`config.mk`:
```
export PLATFORM = sky130hd
export DESIGN_NAME = serial_subtractor
export DESIGN_NICKNAME = d
export VERILOG_FILES = /design/src/rtl/serial_sub_pkg.sv /design/src/rtl/full_subtractor.sv /design/src/rtl/serial_subtractor.sv
export SDC_FILE = /design/constraint.sdc
export NUM_CORES = 1
export LEC_CHECK = 0
export BUFFER_PORTS_ARGS = -buffer_cell sky130_fd_sc_hd__buf_2
export CORE_UTILIZATION = 30
export DETAILED_ROUTE_END_ITERATION = 16
export GPL_ROUTABILITY_DRIVEN = 0
export PLACE_DENSITY = 0.61
export SLEW_MARGIN = 30
export SYNTH_ARGS = -nofsm -noshare
export SYNTH_HDL_FRONTEND = slang
export SYNTH_SLANG_ARGS = --single-unit
```
`constraint.sdc`:
```
create_clock -name clk -period 3.9 [get_ports clk]
set_clock_uncertainty 0.05 [all_clocks]
set_input_delay 0.39 -clock clk [delete_from_list [all_inputs] [get_ports clk]]
set_output_delay 0.39 -clock clk [all_outputs]
set_load 0.02 [all_outputs]
```
`src/rtl/serial_sub_pkg.sv`:
```
// Shared definitions for the bit-serial subtractor: FSM encoding and counter sizing.
package serial_sub_pkg;

    typedef enum logic {
        IDLE  = 1'b0,
        SHIFT = 1'b1
    } state_t;

    // Counter holds bit indices 0..w-1.
    function automatic int cnt_width(input int w);
        return (w < 2) ? 1 : $clog2(w);
    endfunction

endpackage

```
`src/rtl/full_subtractor.sv`:
```
// Combinational one-bit full subtractor: d = a - b - bin, bout is the borrow out.
module full_subtractor (
    input  logic a,
    input  logic b,
    input  logic bin,
    output logic d,
    output logic bout
);

    assign d    = a ^ b ^ bin;
    assign bout = (~a & b) | (~(a ^ b) & bin);

endmodule

```
`src/rtl/serial_subtractor.sv`:
```
// Bit-serial subtractor: retires one difference bit per clock, LSB first, through a
// registered borrow, and assembles the parallel result with a done pulse.
module serial_subtractor
    import serial_sub_pkg::*;
#(
    parameter int WIDTH = 8
) (
    input  logic             clk,
    input  logic             rst,
    input  logic             start,
    input  logic [WIDTH-1:0] a,
    input  logic [WIDTH-1:0] b,
    input  logic             bin,
    output logic             busy,
    output logic             diff_bit,
    output logic             bit_valid,
    output logic [WIDTH-1:0] diff,
    output logic             bout,
    output logic             done
);

    localparam int             CW   = cnt_width(WIDTH);
    localparam logic [CW-1:0]  LAST = CW'(WIDTH - 1);

    state_t           state, state_nx;
    logic [WIDTH-1:0] a_sr, b_sr, res_sr, res_nx;
    logic [CW-1:0]    cnt;
    logic             br, d, br_nx, last;

    full_subtractor u_fs (
        .a   (a_sr[0]),
        .b   (b_sr[0]),
        .bin (br),
        .d   (d),
        .bout(br_nx)
    );

    assign busy   = (state == SHIFT);
    assign last   = (state == SHIFT) && (cnt == LAST);
    assign res_nx = {d, res_sr[WIDTH-1:1]};

    always_comb begin
        state_nx = state;
        case (state)
            IDLE:    if (start) state_nx = SHIFT;
            SHIFT:   if (cnt == LAST) state_nx = IDLE;
            default: state_nx = IDLE;
        endcase
    end

    always_ff @(posedge clk) begin
        if (rst) state <= IDLE;
        else     state <= state_nx;
    end

    always_ff @(posedge clk) begin
        if (rst) begin
            a_sr      <= '0;
            b_sr      <= '0;
            res_sr    <= '0;
            br        <= 1'b0;
            cnt       <= '0;
            diff_bit  <= 1'b0;
            bit_valid <= 1'b0;
            diff      <= '0;
            bout      <= 1'b0;
            done      <= 1'b0;
        end else begin
            bit_valid <= 1'b0;
            done      <= 1'b0;
            if (state == IDLE && start) begin
                a_sr <= a;
                b_sr <= b;
                br   <= bin;
                cnt  <= '0;
            end else if (state == SHIFT) begin
                diff_bit  <= d;
                bit_valid <= 1'b1;
                res_sr    <= res_nx;
                a_sr      <= a_sr >> 1;
                b_sr      <= b_sr >> 1;
                br        <= br_nx;
                cnt       <= cnt + 1'b1;
                // Final bit: publish the assembled result and borrow-out together.
                if (last) begin
                    diff <= res_nx;
                    bout <= br_nx;
                    done <= 1'b1;
                end
            end
        end
    end

endmodule

```
==> run_summary.xml <==
<?xml version="1.0" encoding="UTF-8"?>
<metrics>
  <group name="cts">
    <metric name="clkTransAtPathRegs" unit="ps">70</metric>
    <metric name="clk_root_buffer_cell" unit="">clkbuf_8</metric>
    <metric name="cts-buffers-inserted" unit="">5</metric>
    <metric name="tritoncts_clock_tree" unit="">yes</metric>
    <metric name="cts.repair.resized" unit="">0</metric>
    <metric name="postCtsSetupBuffers" unit="">0</metric>
    <metric name="cts.sink_count" unit="">39</metric>
    <metric name="clockBufferDepth" unit="">2</metric>
    <metric name="cts_hold_buf" unit="">0</metric>
    <metric name="worst_skew_pair.late_latency" unit="ps">280</metric>
    <metric name="h-tree-depth" unit="">2</metric>
  </group>
  <group name="floorplanning">
    <metric name="die-width" unit="microns">77.12</metric>
    <metric name="effective_utilization_at_floorplan" unit="%">32.12</metric>
    <metric name="die-height" unit="microns">77.12</metric>
    <metric name="placement_rows" unit="">26</metric>
    <metric name="floorplan.die_area" unit="sq um">5947</metric>
    <metric name="num_io_pins" unit="">33</metric>
    <metric name="core-area" unit="sq um">5270</metric>
  </group>
  <group name="final_layout">
    <metric name="nets" unit="">212</metric>
    <metric name="final_cells" unit="">259</metric>
    <metric name="area_overhead_vs_synth" unit="%">15.52</metric>
    <metric name="final_util" unit="%">37.11</metric>
    <metric name="num_antenna_cells" unit="">0</metric>
    <metric name="share_of_cells_above_drive_strength_1" unit="%">25.93</metric>
  </group>
  <group name="power_and_ir_drop">
    <metric name="power_density" unit="nW/um^2">431.7</metric>
    <metric name="power" unit="W">0.0008442</metric>
    <metric name="power_leakage" unit="nW">0.8318</metric>
    <metric name="worst_ir_drop_vdd" unit="mV">0.1488</metric>
  </group>
  <group name="timing">
    <metric name="timing_max_transition_violations_final" unit="">0</metric>
    <metric name="final_hold_viol_count" unit="">0</metric>
    <metric name="max_freq" unit="MHz">589.6</metric>
    <metric name="clock_period_minus_worst_slack" unit="ps">1696</metric>
    <metric name="totalNegativeSetupSlack" unit="ps">0</metric>
    <metric name="slew_headroom" unit="%">51.66</metric>
    <metric name="grt_setup_unrepaired" unit="">false</metric>
    <metric name="setup_viol_count_final" unit="">0</metric>
    <metric name="max_slew.worst_pin.slew" unit="ps">725.0</metric>
    <metric name="finalCritPeriodShare" unit="%">43.49</metric>
  </group>
  <group name="global_route">
    <metric name="grt_pass1_wl" unit="mm">5.037</metric>
    <metric name="antenna_violations_before_repair" unit="">0</metric>
    <metric name="overflow" unit="">0</metric>
    <metric name="grt_start_max_net_pins" unit="">54</metric>
    <metric name="gr-usage-all-layers" unit="%">11.02</metric>
    <metric name="grt_pass1_vias" unit="">1070</metric>
  </group>
  <group name="synthesis">
    <metric name="synth_top_cell_by_area" unit="">dfxtp_1</metric>
    <metric name="synthesis.nets" unit="">186</metric>
    <metric name="ys_top_cells_by_area" unit="">dfxtp_1 (46%), mux2i_1 (14%), a211oi_1 (6.2%), nor2b_1 (5.2%), a21bo_2 (4.7%)</metric>
    <metric name="ys_ff_latch" unit="">39</metric>
    <metric name="yosys.cell_types.count" unit="">22</metric>
    <metric name="yosysTopAreaCellShare" unit="%">46.12</metric>
    <metric name="ys_seq_area_share" unit="%">46.12</metric>
    <metric name="post_synthesis_mean_instance_area" unit="sq um">10.39</metric>
    <metric name="postSynthCellCount" unit="">163</metric>
    <metric name="yosysWarningCount" unit="">0</metric>
    <metric name="syn_area" unit="sq um">1693</metric>
  </group>
  <group name="setup_path">
    <metric name="r2r-end" unit="">bout</metric>
    <metric name="worst-endpoint-required" unit="ps">3460</metric>
    <metric name="reg2reg_slack" unit="ps">2290</metric>
    <metric name="worst-path-max-fanout" unit="">26</metric>
    <metric name="crit_family" unit="">flip-flops</metric>
    <metric name="crit_path_cell_trace" unit="">buf_2</metric>
    <metric name="timing.reg2reg.worst_path_depth" unit="">4</metric>
    <metric name="worstSetupEndpointType" unit="">primary output</metric>
    <metric name="cp_slowest_stage_delay" unit="ps">700</metric>
    <metric name="worstSetupPathType" unit="">flop to primary output</metric>
    <metric name="critical_path.n_buffers_inverters" unit="">1</metric>
    <metric name="startpoint_class_of_the_critical_path" unit="">flop</metric>
    <metric name="arrival" unit="ps">1260</metric>
    <metric name="crit_path_top_delay_cell" unit="">dfxtp_2</metric>
    <metric name="cell_depth_of_the_worst_setup_path" unit="">1</metric>
    <metric name="reg2reg_from" unit="">cnt[0]</metric>
  </group>
  <group name="detailed_routing">
    <metric name="drt_pass1_iterations" unit="">4</metric>
    <metric name="number_of_nets_still_failing_antenna_checks_after_routing" unit="">0</metric>
    <metric name="dr.first_iter.drc_count" unit="">58</metric>
    <metric name="route.detailed.drc" unit="">0</metric>
    <metric name="postRouteWirelength" unit="mm">3.088</metric>
    <metric name="num_vias" unit="">1203</metric>
    <metric name="detail_route.wl_per_cell" unit="microns">11.92</metric>
    <metric name="viasPerCell" unit="">4.645</metric>
  </group>
  <group name="placed_design">
    <metric name="io_buffer_count" unit="">32</metric>
    <metric name="place.detailed.instances" unit="">251</metric>
    <metric name="hpwl" unit="mm">1.886</metric>
  </group>
  <group name="job">
    <metric name="maxcap_viol_count" unit="">0</metric>
  </group>
  <group name="status">
    <metric name="result_of_the_run" unit="">complete, no violations</metric>
  </group>
  <group name="hold_path">
    <metric name="hold_path_depth" unit="">3</metric>
    <metric name="hp-start" unit="">a[7]</metric>
    <metric name="holdCritPathClass" unit="">input port to flop</metric>
    <metric name="timing.hold.worst_endpoint" unit="">a_sr[7]</metric>
  </group>
</metrics>
[state kept, by name, summed over array words and instances, names as in the netlist]
name       cells
busy           1
a_sr           8
bout           1
bit_valid      1
cnt            3
done           1
br             1
res_sr         7
b_sr           8
diff           8
[worst max path at each step]
stage	to	start	slack, ps
floorplan	bout	cnt[0]	2600
global placement	b_sr[4]	busy	2230
detailed placement	a_sr[3]	busy	2190
CTS	busy	busy	1910
global route	bout	cnt[0]	2090
finish	busy	busy	2200
[cell usage in the layout (no fill, tap or decap)]
cell type,n
dfxtp_1,38
nand2b_1,3
inv_1,2
nand3_1,8
clkbuf_8,5
dfxtp_2,1
nor2_1,9
a311oi_1,1
buf_16,1
a21o_1,1
nand2_1,3
nor2b_1,14
a21bo_2,8
ha_1,2
or3b_1,3
clkbuf_1,1
buf_2,32
nor3_1,2
a211oi_1,14
inv_2,1
mux2i_1,24
a21oi_1,14
fa_1,1
bufinv_16,1
[Yosys cell counts]
cell type / n
nand2_1: 3
buf_2: 2
a211oi_1: 14
buf_6: 6
inv_1: 2
nor2_1: 9
a311oi_1: 1
nor2b_1: 14
or3b_1: 3
inv_2: 1
nand3_1: 8
a21bo_2: 8
ha_1: 2
a21oi_1: 14
a21o_1: 1
dfxtp_1: 39
nor3_1: 2
mux2i_1: 24
fa_1: 1
clkbuf_1: 5
buf_12: 1
nand2b_1: 3
[power breakdown]
part	switching, W	internal, W	leakage (nW)
combinational	0.0000446	0.0000440	0.462
sequential	0.0000183	0.000419	0.319
clock	0.000131	0.000187	0.0513
total	0.000194	0.000650	0.832
[stage by stage]
stage                     hold WS, ps  instance area, sq um  worst slack, ps
final                           361.5                  1956             2204
after global routing            366.0                  1956             2087
after CTS                       354.4                  1928             1911
after detailed placement        424.8                  1826             2190
after global placement          418.9                  1826             2229
after floorplan                 405.4                  1693             2597
[per-layer routing]
layer	global-route usage, %	share of wire (%)
met1	14.18	51
met2	15.75	43
met3	3.571	4.4
met4	6.792	2.4
met5	0	0
[final cells by class]
| type | count | area, sq um |
|---|---|---|
| Tap cell | 70 | 87.58 |
| Timing Repair Buffer | 33 | 187.7 |
| Clock buffer | 6 | 72.57 |
| Multi-Input combinational cell | 107 | 784.5 |
| Clock inverter | 1 | 30.03 |
| Sequential cell | 39 | 782.0 |
| Fill cell | 570 | 3314 |
| Inverter | 3 | 11.26 |
[cells by family (layout without fill, tap and decap cells)]
kind of cell | count (synthesis) | in the layout | synth area share [%]
AO/OA/AOI/OAI | 38 | 38 | 16.04
adder cells (fa/ha/maj) | 3 | 3 | 2.661
AND/OR/NAND/NOR | 42 | 42 | 13.45
buffers and inverters | 17 | 43 | 7.539
flip-flops | 39 | 39 | 46.12
multiplexers | 24 | 24 | 14.19
Power figures use the tool's default switching activity.
